`config.mk`:
```
export PLATFORM = sky130hd
export DESIGN_NAME = alarm_clock_ctrl_flat
export DESIGN_NICKNAME = d
export VERILOG_FILES = /design/src/rtl/alarm_clock_pkg.sv /design/src/rtl/alarm_clock_ctrl_if.sv /design/src/rtl/alarm_clock_ctrl_hms_counter.sv /design/src/rtl/alarm_clock_ctrl.sv /design/src/flat_wrapper.sv
export SDC_FILE = /design/constraint.sdc
export NUM_CORES = 1
export LEC_CHECK = 0
export CAP_MARGIN = 40
export CORE_UTILIZATION = 35
export DETAILED_ROUTE_END_ITERATION = 8
export SYNTH_ARGS = -nofsm -noshare
export SYNTH_HDL_FRONTEND = slang
export SYNTH_HIERARCHICAL = 1
export SYNTH_SLANG_ARGS = --single-unit
```
`constraint.sdc`:
```
create_clock -name clk -period 12.4 [get_ports clk]
set_clock_uncertainty 0.1 [all_clocks]
set_input_delay 2.48 -clock clk [delete_from_list [all_inputs] [get_ports clk]]
set_output_delay 2.48 -clock clk [all_outputs]
set_load 0.005 [all_outputs]
```
`src/rtl/alarm_clock_pkg.sv`:
```
// Shared constants, state codes and the hour/minute payload type for the alarm clock.
package alarm_clock_pkg;

  localparam int unsigned HOUR_W = 5;
  localparam int unsigned MIN_W  = 6;
  localparam int unsigned SEC_W  = 6;
  localparam int unsigned ST_W   = 3;
  localparam int unsigned RCNT_W = 8;

  localparam int unsigned HOUR_MAX    = 23;
  localparam int unsigned MIN_MAX     = 59;
  localparam int unsigned SEC_MAX     = 59;
  localparam int unsigned ALARM_RST_H = 7;
  localparam int unsigned ALARM_RST_M = 0;

  localparam logic [ST_W-1:0] ST_RUN       = 3'd0;
  localparam logic [ST_W-1:0] ST_SET_TIME  = 3'd1;
  localparam logic [ST_W-1:0] ST_SET_ALARM = 3'd2;
  localparam logic [ST_W-1:0] ST_RINGING   = 3'd3;
  localparam logic [ST_W-1:0] ST_SNOOZE    = 3'd4;

  typedef struct packed {
    logic [HOUR_W-1:0] h;
    logic [MIN_W-1:0]  m;
  } hm_t;

  // Add k minutes (k <= 59) to an HH:MM value, carrying into the hour, modulo 24 h.
  function automatic hm_t hm_add(input hm_t t, input int unsigned k);
    hm_t        r;
    logic [6:0] ms;
    r  = t;
    ms = 7'(t.m) + 7'(k);
    if (ms > 7'(MIN_MAX)) begin
      ms  = ms - 7'(MIN_MAX + 1);
      r.h = (t.h == HOUR_W'(HOUR_MAX)) ? '0 : t.h + 1'b1;
    end
    r.m = MIN_W'(ms);
    return r;
  endfunction

endpackage

```
`src/rtl/alarm_clock_ctrl_if.sv`:
```
// Button/tick inputs and display outputs of the alarm clock controller.
//  master: drives tick_1hz, btn_*, alarm_en; observes the display fields
//  slave : the controller side
interface alarm_clock_ctrl_if;
  import alarm_clock_pkg::*;

  logic              tick_1hz;
  logic              btn_mode;
  logic              btn_sel;
  logic              btn_inc;
  logic              btn_snooze;
  logic              alarm_en;
  logic [HOUR_W-1:0] hour;
  logic [MIN_W-1:0]  min;
  logic [SEC_W-1:0]  sec;
  logic              disp_alarm;
  logic              set_field;
  logic              ring;
  logic [ST_W-1:0]   state;

  modport master (
    output tick_1hz, btn_mode, btn_sel, btn_inc, btn_snooze, alarm_en,
    input  hour, min, sec, disp_alarm, set_field, ring, state
  );

  modport slave (
    input  tick_1hz, btn_mode, btn_sel, btn_inc, btn_snooze, alarm_en,
    output hour, min, sec, disp_alarm, set_field, ring, state
  );

endinterface

```
`src/rtl/alarm_clock_ctrl_hms_counter.sv`:
```
// HH:MM:SS time-of-day counter.
//  clk, rst      : clock, async active-low reset (clears to 00:00:00)
//  tick_en       : advance one second, carrying into minute and hour
//  sec_clr       : force seconds to zero (wins over tick_en)
//  inc_h / inc_m : bump hour / minute independently, wrapping, no carry
//  hour/min/sec  : registered count
module hms_counter
  import alarm_clock_pkg::*;
(
  input  logic              clk,
  input  logic              rst,
  input  logic              tick_en,
  input  logic              sec_clr,
  input  logic              inc_h,
  input  logic              inc_m,
  output logic [HOUR_W-1:0] hour,
  output logic [MIN_W-1:0]  min,
  output logic [SEC_W-1:0]  sec
);

  always_ff @(posedge clk or negedge rst) begin
    if (!rst) begin
      hour <= '0;
      min  <= '0;
      sec  <= '0;
    end else if (sec_clr) begin
      sec <= '0;
    end else if (tick_en) begin
      if (sec == SEC_W'(SEC_MAX)) begin
        sec <= '0;
        if (min == MIN_W'(MIN_MAX)) begin
          min  <= '0;
          hour <= (hour == HOUR_W'(HOUR_MAX)) ? '0 : hour + 1'b1;
        end else begin
          min <= min + 1'b1;
        end
      end else begin
        sec <= sec + 1'b1;
      end
    end else begin
      if (inc_h) hour <= (hour == HOUR_W'(HOUR_MAX)) ? '0 : hour + 1'b1;
      if (inc_m) min  <= (min == MIN_W'(MIN_MAX)) ? '0 : min + 1'b1;
    end
  end

endmodule

```
`src/rtl/alarm_clock_ctrl.sv`:
```
// Alarm clock controller: time keeping, set-time / set-alarm mode FSM, alarm
// compare, ringing with auto-timeout, and snooze.
//  clk, rst : clock, async active-low reset
//  bus      : slave side of alarm_clock_ctrl_if (buttons, tick, alarm_en in;
//             hour/min/sec, disp_alarm, set_field, ring, state out)
module alarm_clock_ctrl
  import alarm_clock_pkg::*;
#(
  parameter int unsigned SNOOZE_MIN = 5,
  parameter int unsigned RING_SEC   = 60
) (
  input  logic               clk,
  input  logic               rst,
  alarm_clock_ctrl_if.slave  bus
);

  localparam int unsigned NBTN = 4;

  logic [ST_W-1:0]   st_q, st_d;
  logic              set_field_q, set_field_d;
  hm_t               al_q, al_d;
  hm_t               snz_q, snz_d;
  logic [RCNT_W-1:0] ring_cnt_q, ring_cnt_d;
  logic [NBTN-1:0]   btn_q, btn_now, btn_pulse;
  logic              p_mode, p_snooze, p_sel, p_inc;
  logic              inc_h, inc_m, sec_clr, tick_en;
  logic [HOUR_W-1:0] t_hour;
  logic [MIN_W-1:0]  t_min;
  logic [SEC_W-1:0]  t_sec;
  hm_t               now_hm, next_hm;
  logic              sec_roll;

  // One-cycle press pulses from level buttons
  assign btn_now   = {bus.btn_mode, bus.btn_snooze, bus.btn_sel, bus.btn_inc};
  assign btn_pulse = btn_now & ~btn_q;
  assign p_mode    = btn_pulse[3];
  assign p_snooze  = btn_pulse[2];
  assign p_sel     = btn_pulse[1];
  assign p_inc     = btn_pulse[0];

  // Time of day freezes while it is being edited
  assign tick_en = bus.tick_1hz && (st_q != ST_SET_TIME);

  hms_counter u_time (
    .clk     (clk),
    .rst     (rst),
    .tick_en (tick_en),
    .sec_clr (sec_clr),
    .inc_h   (inc_h),
    .inc_m   (inc_m),
    .hour    (t_hour),
    .min     (t_min),
    .sec     (t_sec)
  );

  // Matches fire only on the tick that rolls seconds into a new minute
  assign now_hm   = {t_hour, t_min};
  assign next_hm  = hm_add(now_hm, 1);
  assign sec_roll = bus.tick_1hz && (t_sec == SEC_W'(SEC_MAX));

  // State and control registers
  always_ff @(posedge clk or negedge rst) begin
    if (!rst) begin
      st_q        <= ST_RUN;
      set_field_q <= 1'b1;
      al_q        <= '{h: HOUR_W'(ALARM_RST_H), m: MIN_W'(ALARM_RST_M)};
      snz_q       <= '0;
      ring_cnt_q  <= '0;
      btn_q       <= '0;
    end else begin
      st_q        <= st_d;
      set_field_q <= set_field_d;
      al_q        <= al_d;
      snz_q       <= snz_d;
      ring_cnt_q  <= ring_cnt_d;
      btn_q       <= btn_now;
    end
  end

  // Next state and register updates; priority mode > snooze > sel > inc
  always_comb begin
    st_d        = st_q;
    set_field_d = set_field_q;
    al_d        = al_q;
    snz_d       = snz_q;
    ring_cnt_d  = ring_cnt_q;
    inc_h       = 1'b0;
    inc_m       = 1'b0;
    sec_clr     = 1'b0;
    case (st_q)
      ST_RUN: begin
        if (p_mode) begin
          st_d        = ST_SET_TIME;
          sec_clr     = 1'b1;
          set_field_d = 1'b1;
        end else if (bus.alarm_en && sec_roll && (next_hm == al_q)) begin
          st_d       = ST_RINGING;
          ring_cnt_d = '0;
        end
      end
      ST_SET_TIME: begin
        if (p_mode) begin
          st_d        = ST_SET_ALARM;
          set_field_d = 1'b1;
        end else if (p_sel) begin
          set_field_d = ~set_field_q;
        end else if (p_inc) begin
          inc_h = set_field_q;
          inc_m = ~set_field_q;
        end
      end
      ST_SET_ALARM: begin
        if (p_mode) begin
          st_d = ST_RUN;
        end else if (p_sel) begin
          set_field_d = ~set_field_q;
        end else if (p_inc) begin
          if (set_field_q) al_d.h = (al_q.h == HOUR_W'(HOUR_MAX)) ? '0 : al_q.h + 1'b1;
          else             al_d.m = (al_q.m == MIN_W'(MIN_MAX)) ? '0 : al_q.m + 1'b1;
        end
      end
      ST_RINGING: begin
        if (p_mode || !bus.alarm_en || (ring_cnt_q == RCNT_W'(RING_SEC))) begin
          st_d = ST_RUN;
        end else if (p_snooze) begin
          st_d  = ST_SNOOZE;
          snz_d = hm_add(now_hm, SNOOZE_MIN);
        end else if (bus.tick_1hz) begin
          ring_cnt_d = ring_cnt_q + 1'b1;
        end
      end
      ST_SNOOZE: begin
        if (p_mode || !bus.alarm_en) begin
          st_d  = ST_RUN;
          snz_d = '0;
        end else if (sec_roll && (next_hm == snz_q)) begin
          st_d       = ST_RINGING;
          ring_cnt_d = '0;
        end
      end
      default: st_d = ST_RUN;
    endcase
  end

  // Display shows the alarm setting while it is being edited
  assign bus.hour       = (st_q == ST_SET_ALARM) ? al_q.h : t_hour;
  assign bus.min        = (st_q == ST_SET_ALARM) ? al_q.m : t_min;
  assign bus.sec        = t_sec;
  assign bus.disp_alarm = (st_q == ST_SET_ALARM);
  assign bus.set_field  = set_field_q;
  assign bus.ring       = (st_q == ST_RINGING);
  assign bus.state      = st_q;

endmodule

```
`src/flat_wrapper.sv`:
```
// flat-port wrapper written by rule: the top's interface ports become plain ports
module alarm_clock_ctrl_flat import alarm_clock_pkg::*;
#(
  parameter int unsigned SNOOZE_MIN = 5,
  parameter int unsigned RING_SEC   = 60
)
  (clk, rst, bus_tick_1hz, bus_btn_mode, bus_btn_sel, bus_btn_inc, bus_btn_snooze, bus_alarm_en, bus_hour, bus_min, bus_sec, bus_disp_alarm, bus_set_field, bus_ring, bus_state);
  alarm_clock_ctrl_if bus_i ();
  input  logic clk;
  input  logic rst;
  input wire logic [$bits(bus_i.tick_1hz)-1:0] bus_tick_1hz;
  input wire logic [$bits(bus_i.btn_mode)-1:0] bus_btn_mode;
  input wire logic [$bits(bus_i.btn_sel)-1:0] bus_btn_sel;
  input wire logic [$bits(bus_i.btn_inc)-1:0] bus_btn_inc;
  input wire logic [$bits(bus_i.btn_snooze)-1:0] bus_btn_snooze;
  input wire logic [$bits(bus_i.alarm_en)-1:0] bus_alarm_en;
  output wire logic [$bits(bus_i.hour)-1:0] bus_hour;
  output wire logic [$bits(bus_i.min)-1:0] bus_min;
  output wire logic [$bits(bus_i.sec)-1:0] bus_sec;
  output wire logic [$bits(bus_i.disp_alarm)-1:0] bus_disp_alarm;
  output wire logic [$bits(bus_i.set_field)-1:0] bus_set_field;
  output wire logic [$bits(bus_i.ring)-1:0] bus_ring;
  output wire logic [$bits(bus_i.state)-1:0] bus_state;
  assign bus_i.tick_1hz = bus_tick_1hz;
  assign bus_i.btn_mode = bus_btn_mode;
  assign bus_i.btn_sel = bus_btn_sel;
  assign bus_i.btn_inc = bus_btn_inc;
  assign bus_i.btn_snooze = bus_btn_snooze;
  assign bus_i.alarm_en = bus_alarm_en;
  assign bus_hour = bus_i.hour;
  assign bus_min = bus_i.min;
  assign bus_sec = bus_i.sec;
  assign bus_disp_alarm = bus_i.disp_alarm;
  assign bus_set_field = bus_i.set_field;
  assign bus_ring = bus_i.ring;
  assign bus_state = bus_i.state;
  alarm_clock_ctrl #(.SNOOZE_MIN(SNOOZE_MIN), .RING_SEC(RING_SEC)) u_core (.clk(clk), .rst(rst), .bus(bus_i));
endmodule
```
==> results of run 1 <==
metal layers:
layer | track usage [%] | vias up | wire, um
li1 | - | 1835 | -
met1 | 25.2 | 1822 | 5440
met2 | 29.1 | 100 | 4980
met3 | 3.02 | 11 | 436
met4 | 3.20 | 0 | 118
met5 | 0 | - | 0
worst max-delay path: stages:
cell and delay [ns]:
clkdlybuf4s50_1 0.53, nand4_1 0.11, nor3_1 0.34, and3_1 0.21, o2111ai_1 0.11, or4_1 0.54
or4b_4 0.52, a31oi_4 0.31, mux2i_1 0.22
registers in the layout, indices dropped and copies added (netlist names):
register / cells
u_core/u_time/hour: 5
u_core/btn_q: 4
u_core/bus.state: 3
u_core/ring_cnt_q: 8
u_core/bus.set_field: 1
u_core/u_time/sec: 6
u_core/al_q: 11
u_core/snz_q: 11
u_core/u_time/min: 6
power by group through the flow:
| stage | logic (mW) | registers [mW] | clock network [mW] |
|---|---|---|---|
| after floorplan | 0.221 | 0.270 | 0 |
| after global placement | 0.301 | 0.304 | 0 |
| after detailed placement | 0.311 | 0.305 | 0 |
| after CTS | 0.313 | 0.302 | 0.154 |
| after global routing | 0.347 | 0.313 | 0.161 |
| final | 0.312 | 0.303 | 0.151 |
layout by cell type (no fill, tap or decap), types with 5 or more instances in the layout:
| cell type | count |
|---|---|
| a211oi_1 | 8 |
| a21o_1 | 5 |
| a21oi_1 | 24 |
| a31oi_1 | 9 |
| and2_1 | 5 |
| and3_1 | 7 |
| buf_4 | 5 |
| clkbuf_16 | 5 |
| clkdlybuf4s50_1 | 29 |
| dfrtp_1 | 51 |
| ha_1 | 15 |
| inv_1 | 17 |
| mux2_2 | 14 |
| mux2_4 | 5 |
| mux2i_1 | 6 |
| nand2_1 | 52 |
| nand2b_1 | 8 |
| nand3_1 | 21 |
| nand3b_1 | 6 |
| nand4_1 | 9 |
| nor2_1 | 41 |
| nor2b_1 | 6 |
| nor3_1 | 9 |
| o21ai_0 | 29 |
| xnor2_1 | 17 |
| xor2_1 | 13 |
per-stage QoR:
step | setup WS, ns | utilization (%) | hold WS [ns] | power (mW)
after floorplan | 7.73 | - | 0.350 | 0.491
after global placement | 6.92 | 39.2 | 0.379 | 0.605
after detailed placement | 6.81 | 39.4 | 0.387 | 0.617
after CTS | 7.11 | 40.7 | 0.398 | 0.769
after global routing | 6.99 | 40.7 | 0.422 | 0.822
final | 7.15 | 40.7 | 0.398 | 0.766
cell type report:
class                      instances  area [um2]
clock inverter                     2        16.3
clock buffer                       6         139
tap                              147         184
timing repair buffer              37         349
multi-input combinational        393        2730
fill                            1192        7100
inverter                          18        67.6
sequential                        55        1380
logic make-up after synthesis:
logic type / Yosys count / synth area share (%)
flops: 55 / 32.3
xor+xnor: 32 / 7.07
compound gates: 126 / 20.7
simple gates: 192 / 23.8
fa+ha+maj: 15 / 4.38
mux: 28 / 7.63
buf+inv: 43 / 4.18
how the worst min path moves through the flow:
stage / endpoint / slack, ns / cells after the start
finish: u_core/ring_cnt_q[7] / 0.40 / 1
global route: u_core/ring_cnt_q[6] / 0.42 / 1
CTS: u_core/ring_cnt_q[7] / 0.40 / 1
detailed placement: u_core/ring_cnt_q[7] / 0.39 / 1
global placement: u_core/ring_cnt_q[7] / 0.38 / 1
floorplan: u_core/ring_cnt_q[7] / 0.35 / 1
Yosys cell counts, types with 7 or more instances:
| cell type | count |
|---|---|
| nor2_1 | 41 |
| nand2b_1 | 8 |
| nor3_1 | 10 |
| inv_1 | 17 |
| a31oi_1 | 9 |
| a211oi_1 | 8 |
| ha_1 | 15 |
| nand3_1 | 21 |
| xor2_1 | 13 |
| nand4_1 | 9 |
| a21oi_1 | 24 |
| o21ai_0 | 29 |
| and3_1 | 7 |
| xnor2_1 | 17 |
| nand2_1 | 52 |
| dfrtp_1 | 51 |
| clkbuf_1 | 17 |
| mux2_2 | 14 |
==> metrics.md, run 1 <==
| Metric | Value |
|---|---|
| Layout cells sized above 1 | `a little under an eighth` |
| Drt first pass iters | `5` |
| Status | `finished, final reports clean` |
| Final setup fails | `0` |
| Vias/cell | `about 5.7` |
| Worst Reg-to-Reg Cells | `13` |
| Initial antenna violation count | `0` |
| Vias | `around 3.8k` |
| Dpl cells | `between 600 and 700` |
| IO buf count | `30` |
| Reg2reg end | `u_core/ring_cnt_q[1]` |
| First-pass GRT wire length | `between 15 and 20 mm` |
| Ys flop type | `dfrtp_1` |
| Normalized max-slew margin | `between 40% and 50%` |
| Final hold vios | `0` |
| Area growth syn-to-layout | `13.6%` |
| Grt total ovfl | `0` |
| Die Ht | `about 110 um` |
| Diodes inserted | `0` |
| GRT Total Usage | `between 10% and 20%` |
| DRC Markers | `0` |
| Part of the power in registers | `between 30 and 40%` |
| Clk pwr share | `19.7%` |
| Core area | `about 0.012 mm2` |
| CTS tree | `built` |
| Largest cells by area after synthesis | `dfrtp_1 30%, nand2_1 4.6%, ha_1 4.4%` |
| Vias in the first global route | `around 3.5k` |
| Max cap viols | `0` |
| Pin count of the biggest net entering global routing | `56` |
| Post-synthesis cell count | `491` |
| Gpl congestion | `between 0.8 and 0.9` |
| DP Wirelength | `approximately 7.9 mm` |
| Final wirelength | `11.0 mm` |
| H-tree Lvls | `2` |
| Crit share post-route | `42.3%` |
| Setup Crit Path Kind | `in2reg` |
| Critical Path AT | `roughly 5.4 ns` |
| Achievable frequency | `between 150 and 200 MHz` |
| EDFF count, synth | `0` |
| Worst Setup SP | `bus_tick_1hz` |
| Initial drt markers | `between 200 and 300` |
| Hold_buf cts | `0` |
| Worst R2R Start | `u_core/u_time/min[0]` |
| Die X | `~110 um` |
| CTS root buffer | `clkbuf_16` |
| R2R Setup Slk | `about 7.6 ns` |
| Sw frac | `about two fifths` |
| Clk_lat worst skew | `~0.3 ns` |
| CP max FO | `8` |
| Postcts setup bufs | `0` |
| Die area | `around 0.013 mm2` |
| Syn nets | `just over 500` |
| Ports | `31` |
| Netlist Area Pre-Place | `0.00428 mm2` |
| Post-synth top area share | `29.8%` |
| CP required | `12.53 ns` |
| Worst-Margin Slew | `~0.78 ns` |
| Yosys reg bits | `55` |
| Fin crit period | `~5.2 ns` |
| Setup TNS | `0 ns` |
| Wire per inst | `approximately 17 um` |
| Sequential area share after synthesis | `about 32%` |
| Power Density | `between 150 and 200 mW/mm2` |
| Hold Path Origin | `u_core/ring_cnt_q[7]` |
| Post-CTS resize count | `0` |
| Combinational group share of total power | `40.8%` |
| Yosys Warn Count | `6` |
| Area after DPL | `approximately 0.0047 mm2` |
| Pleak | `2.01 nW` |
| Final Max Slew Viols | `0` |
| Clk slew on worst S/H paths | `~0.07 ns` |
| Peak supply drop | `roughly 0.060 mV` |
| Clock Path Buffers | `2` |
| Sw Pwr | `approximately 0.30 mW` |
| Async set or reset register ratio after synthesis | `100%` |
| RSZ-0062 raised after global routing | `false` |
| Worst Setup EP | `u_core/ring_cnt_q[1]` |
| Startpoint Class | `primary input` |
| Post-Layout Cell Count | `approximately 660` |
| Total CTS buffers | `5` |
| Fin nets | `533` |
| HP Class | `reg2reg` |
| Row count | `40` |
| Syn Area/Cell | `just under 9 um2` |
| Int Pwr | `~0.46 mW` |
| CTS Sinks | `between 50 and 60` |
| Area leader, netlist | `dfrtp_1` |
| Post-DRT Antenna Nets | `0` |
| Distinct cells, synth | `slightly above 80` |
| Setup crit end kind | `flip-flop` |
| Design area | `~0.0049 mm2` |
| Starting density of the core | `a little over a third` |
Power figures use the tool's default switching activity.
==> inputs of run 2 (changes only) <==
- clock period: 12.4 -> 5.1 ns (I/O delays scaled with it)
==> metrics.md, run 2 (same netlist as run 1, synthesis figures left out) <==
| Metric | Value |
|---|---|
| Drt first pass iters | `7 (was 5)` |
| Die area | `0.0127 mm2 (unchanged)` |
| Initial antenna violation count | `0 (unchanged)` |
| Total CTS buffers | `5 (unchanged)` |
| Hold_buf cts | `0 (unchanged)` |
| Post-DRT Antenna Nets | `0 (unchanged)` |
| IO buf count | `30 (unchanged)` |
| Combinational group share of total power | `42.4% (was 40.8%)` |
| Clk slew on worst S/H paths | `0.08 ns (was 0.07 ns)` |
| Core area | `0.0120 mm2 (unchanged)` |
| Achievable frequency | `about 220 MHz` |
| Die Ht | `113 um (unchanged)` |
| First-pass GRT wire length | `18.2 mm (was 18.3 mm)` |
| Startpoint Class | `flip-flop (was primary input)` |
| Failing checks | `design-rule violations` |
| Final setup fails | `0 (unchanged)` |
| Sw frac | `39.9% (was 39.7%)` |
| Vias/cell | `5.77 (was 5.73)` |
| Setup Crit Path Kind | `reg2reg (was in2reg)` |
| Power Density | `382 mW/mm2 (was 158 mW/mm2)` |
| Initial drt markers | `237 (was 275)` |
| Setup TNS | `0 ns (unchanged)` |
| Sw Pwr | `0.742 mW (was 0.304 mW)` |
| CTS tree | `built (unchanged)` |
| Layout cells sized above 1 | `11.7% (was 11.4%)` |
| Commonest non-fill, non-tap cells in the layout | `52 x nand2_1, 51 x dfrtp_1, 41 x nor2_1 (unchanged)` |
| Final wirelength | `10.9 mm (was 11.0 mm)` |
| H-tree Lvls | `2 (unchanged)` |
| Fin nets | `535 (was 533)` |
| Vias | `3806 (was 3768)` |
| Int Pwr | `1.12 mW (was 0.462 mW)` |
| Pin count of the biggest net entering global routing | `56 (unchanged)` |
| Fin crit period | `4.46 ns` |
| Normalized max-slew margin | `51.6% (was 47.6%)` |
| DP Wirelength | `7.84 mm (was 7.86 mm)` |
| GRT Total Usage | `18.0% (was 17.9%)` |
| Part of the power in registers | `38.0% (was 39.5%)` |
| Die X | `113 um (unchanged)` |
| Commonest non-fill, non-tap cell in the layout | `nand2_1 (unchanged)` |
| Top Registers | `u_core/al_q (11), u_core/snz_q (11), u_core/ring_cnt_q (8) (unchanged)` |
| Critical Path AT | `4.60 ns (was 5.37 ns)` |
| Design area | `0.00487 mm2 (was 0.00486 mm2)` |
| Row count | `40 (unchanged)` |
| CTS root buffer | `clkbuf_16 (unchanged)` |
| DRC Markers | `1 (was 0)` |
| Starting density of the core | `35.8% (unchanged)` |
| Clock Path Buffers | `2 (unchanged)` |
| Final Max Slew Viols | `0 (unchanged)` |
| Area growth syn-to-layout | `13.8% (was 13.6%)` |
| CP max FO | `12 (was 8)` |
| Clk_lat worst skew | `0.31 ns (was 0.30 ns)` |
| Post-CTS resize count | `0 (unchanged)` |
| Max cap viols | `0 (unchanged)` |
| Pleak | `2.02 nW (was 2.01 nW)` |
| HP Class | `reg2reg (unchanged)` |
| Final hold vios | `0 (unchanged)` |
| Area after DPL | `0.00471 mm2 (about the same)` |
| Postcts setup bufs | `0 (unchanged)` |
| Status | `finished with violations (was finished, final reports clean)` |
| Gpl congestion | `0.899 (was 0.854)` |
| Diodes inserted | `0 (unchanged)` |
| Peak supply drop | `0.148 mV (was 0.0601 mV)` |
| Crit share post-route | `87.5%` |
| Wire per inst | `16.5 um (was 16.7 um)` |
| CP required | `5.24 ns (was 12.53 ns)` |
| Worst-Margin Slew | `0.726 ns (was 0.783 ns)` |
| Grt total ovfl | `0 (unchanged)` |
| Setup crit end kind | `flip-flop (unchanged)` |
| Clk pwr share | `19.6% (was 19.7%)` |
| Ports | `31 (unchanged)` |
| Vias in the first global route | `3581 (was 3529)` |
| RSZ-0062 raised after global routing | `false (unchanged)` |
| CTS Sinks | `55 (unchanged)` |
## run 2: worst max-delay path, cell delays in order (launching register included)
cell       delay [ns]
dfrtp_1          0.53
ha_1             0.29
xnor2_2          0.36
clkinv_1         0.35
ha_1             0.32
a21bo_2          0.21
o21ai_0          0.34
nor2_1           0.10
nand2b_1         0.09
o2111ai_1        0.09
or4_1            0.57
or4b_4           0.52
a31oi_4          0.30
mux2i_1          0.22
## run 2: layout make-up
class	instances	area [um2]
clock buffers	5	125
flip-flops and latches	55	1380
fillers	1202	7090
repair buffers	39	363
clock inverters	3	23.8
inverters	18	67.6
well taps	147	184
multi-input cells	393	2730
## run 2: worst paths after layout
check	from	endpoint	slack, ns	depth (start not counted)
max	u_core/u_time/min[1]	u_core/ring_cnt_q[1]	0.64	13
min	u_core/ring_cnt_q[7]	u_core/ring_cnt_q[7]	0.41	1
max reg2reg	u_core/u_time/min[1]	u_core/ring_cnt_q[1]	0.64	13
min reg2reg	u_core/ring_cnt_q[7]	u_core/ring_cnt_q[7]	0.41	1
max in group asynchronous	rst	u_core/al_q[4]	3.67	2
min in group asynchronous	rst	u_core/u_time/sec[0]	0.75	2
## run 2: power by group through the flow
stage                     clock [mW]  combinational (mW)  sequential, mW
after global routing           0.396               0.877           0.732
after CTS                      0.379               0.793           0.705
after detailed placement           0               0.791           0.715
final                          0.365               0.789           0.707
after global placement             0               0.775           0.707
after floorplan                    0               0.537           0.657
## run 2: layer usage
metal / wire length, um / vias to the layer above / GRT usage, %
met5: 0 / - / 0
met4: 219 / 0 / 6.49
met3: 532 / 16 / 2.65
met2: 4960 / 113 / 28.6
met1: 5180 / 1847 / 24.9
li1: - / 1830 / -
## run 2: through the flow
step | total power, mW | setup slack (ns) | utilization, % | hold WS, ns | instances
after floorplan | 1.19 | 1.20 | - | 0.350 | 491
after global placement | 1.48 | 0.803 | 39.4 | 0.374 | 650
after detailed placement | 1.51 | 0.661 | 39.4 | 0.397 | 651
after CTS | 1.88 | 0.646 | 40.7 | 0.410 | 659
after global routing | 2.00 | 0.397 | 40.7 | 0.444 | 660
final | 1.86 | 0.636 | 40.7 | 0.405 | 660
==> inputs of run 3 (changes only) <==
- clock period: 5.1 -> 5.65 ns (I/O delays scaled with it)
==> metrics.md, run 3 (same netlist as run 1, synthesis figures left out) <==
| Metric | Value |
|---|---|
| Status | `finished with violations (unchanged)` |
| Failing checks | `design-rule violations (unchanged)` |
| Clk slew on worst S/H paths | `0.08 ns (about the same)` |
| Die Ht | `113 um (unchanged)` |
| Die X | `113 um (unchanged)` |
| Combinational group share of total power | `40.6% (was 42.4%)` |
| HP Class | `reg2reg (unchanged)` |
| Row count | `40 (unchanged)` |
| CP required | `5.78 ns (was 5.24 ns)` |
| H-tree Lvls | `2 (unchanged)` |
| Power Density | `343 mW/mm2 (was 382 mW/mm2)` |
| Startpoint Class | `flip-flop (unchanged)` |
| Int Pwr | `1.00 mW (was 1.12 mW)` |
| Final hold vios | `0 (unchanged)` |
| IO buf count | `30 (unchanged)` |
| DP Wirelength | `8.04 mm (was 7.84 mm)` |
| Crit path max-delay family | `simple AND/OR/NAND/NOR gates (unchanged)` |
| Core area | `0.0120 mm2 (unchanged)` |
| CP peak stage delay | `0.58 ns (was 0.57 ns)` |
| Post-CTS resize count | `0 (unchanged)` |
| Peak supply drop | `0.153 mV (was 0.148 mV)` |
| CP max FO | `16 (was 12)` |
| Max cap viols | `0 (unchanged)` |
| Area growth syn-to-layout | `13.3% (was 13.8%)` |
| DRC Markers | `1 (unchanged)` |
| Final wirelength | `10.9 mm (about the same)` |
| Starting density of the core | `35.8% (unchanged)` |
| Pin count of the biggest net entering global routing | `56 (unchanged)` |
| CTS root buffer | `clkbuf_16 (unchanged)` |
| Crit-path cells | `ha_1, xnor2_2, clkinv_1, ha_1, a21bo_2, o21ai_0, nor2_1, nand2b_1, o2111ai_1, or4_1, or4b_4, a31oi_4, mux2i_1 (unchanged)` |
| Setup Crit Path Kind | `reg2reg (unchanged)` |
| Vias/cell | `5.74 (was 5.77)` |
| Die area | `0.0127 mm2 (unchanged)` |
| Sw frac | `39.9% (about the same)` |
| Achievable frequency | `220 MHz (was 224 MHz)` |
| Clk_lat worst skew | `0.30 ns (was 0.31 ns)` |
| Post-DRT Antenna Nets | `0 (unchanged)` |
| First-pass GRT wire length | `18.6 mm (was 18.2 mm)` |
| RSZ-0062 raised after global routing | `false (unchanged)` |
| Diodes inserted | `0 (unchanged)` |
| Fin nets | `533 (was 535)` |
| CTS tree | `built (unchanged)` |
| CTS Sinks | `55 (unchanged)` |
| Commonest non-fill, non-tap cells in the layout | `52 x nand2_1, 51 x dfrtp_1, 41 x nor2_1 (unchanged)` |
| Commonest non-fill, non-tap cell in the layout | `nand2_1 (unchanged)` |
| Postcts setup bufs | `0 (unchanged)` |
| Sw Pwr | `0.664 mW (was 0.742 mW)` |
| Gpl congestion | `0.900 (was 0.899)` |
| Clk pwr share | `19.4% (was 19.6%)` |
| Critical Path AT | `4.68 ns (was 4.60 ns)` |
| Part of the power in registers | `40.0% (was 38.0%)` |
| Final Max Slew Viols | `0 (unchanged)` |
| Top Registers | `u_core/al_q (11), u_core/snz_q (11), u_core/ring_cnt_q (8) (unchanged)` |
| Initial drt markers | `324 (was 237)` |
| Hold_buf cts | `0 (unchanged)` |
| Final Power | `1.66 mW (was 1.86 mW)` |
| Setup TNS | `0 ns (unchanged)` |
| Pleak | `2.00 nW (was 2.02 nW)` |
| Worst-Margin Slew | `0.737 ns (was 0.726 ns)` |
| Wire per inst | `16.6 um (was 16.5 um)` |
| Layout cells sized above 1 | `11.2% (was 11.7%)` |
| WHS | `0.411 ns (was 0.405 ns)` |
| Clock Path Buffers | `2 (unchanged)` |
| Initial antenna violation count | `0 (unchanged)` |
| CP most frequent cell | `ha_1 (unchanged)` |
| Normalized max-slew margin | `50.8% (was 51.6%)` |
| Critical path's slowest cell | `dfrtp_1 (was or4_1)` |
| Grt total ovfl | `0 (unchanged)` |
| Vias | `3775 (was 3806)` |
| GRT Total Usage | `18.4% (was 18.0%)` |
| Crit share post-route | `80.4% (was 87.5%)` |
| Fin crit period | `4.55 ns (was 4.46 ns)` |
| # fillers | `1220 (was 1202)` |
| Setup crit end kind | `flip-flop (unchanged)` |
| Ports | `31 (unchanged)` |
| Drt first pass iters | `7 (unchanged)` |
| Final setup fails | `0 (unchanged)` |
| Vias in the first global route | `3616 (was 3581)` |
| Total CTS buffers | `5 (unchanged)` |
| WP buf/inv | `1 (unchanged)` |
run 3: final timing paths:
kind | startpoint | slack (ns) | to | cells past startpoint
min in group asynchronous | rst | 0.86 | u_core/u_time/sec[3] | 2
max reg2reg | u_core/u_time/min[0] | 1.10 | u_core/ring_cnt_q[1] | 13
max in group asynchronous | rst | 4.09 | u_core/snz_q[3] | 2
max | u_core/u_time/min[0] | 1.10 | u_core/ring_cnt_q[1] | 13
min | u_core/ring_cnt_q[7] | 0.41 | u_core/ring_cnt_q[7] | 1
min reg2reg | u_core/ring_cnt_q[7] | 0.41 | u_core/ring_cnt_q[7] | 1
run 3: power by group through the flow:
stage	Clock (mW)	Combinational, mW	Sequential, mW
global placement	0	0.660	0.663
CTS	0.331	0.677	0.664
global route	0.347	0.750	0.687
finish	0.322	0.676	0.666
detailed placement	0	0.674	0.672
floorplan	0	0.484	0.593
run 3: final cells by class:
cell class | count | area (um2) | share of cell area (%)
Timing Repair Buffer | 37 | 345 | 7.12
Clock buffer | 6 | 129 | 2.66
Clock inverter | 2 | 16.3 | 0.335
Multi-Input combinational cell | 393 | 2730 | 56.2
Inverter | 18 | 67.6 | 1.39
Tap cell | 147 | 184 | 3.79
Sequential cell | 55 | 1380 | 28.5
run 3: per-stage QoR:
step	area, um2	setup WS, ns	cells	utilization, %
2_1_floorplan	4280	1.75	491	-
3_3_place_gp	4680	1.26	647	39.2
5_1_grt	4850	0.829	658	40.5
3_5_place_dp	4700	1.12	650	39.3
6_report	4850	1.10	658	40.5
4_1_cts	4850	1.11	658	40.5
run 3: per-layer routing:
layer | vias up | global-route usage [%] | part of all wire (%)
li1 | 1831 | - | -
met1 | 1825 | 25.1 | 49
met2 | 104 | 29.6 | 45
met3 | 15 | 2.75 | 4.1
met4 | 0 | 6.31 | 1.9
met5 | - | 0 | 0
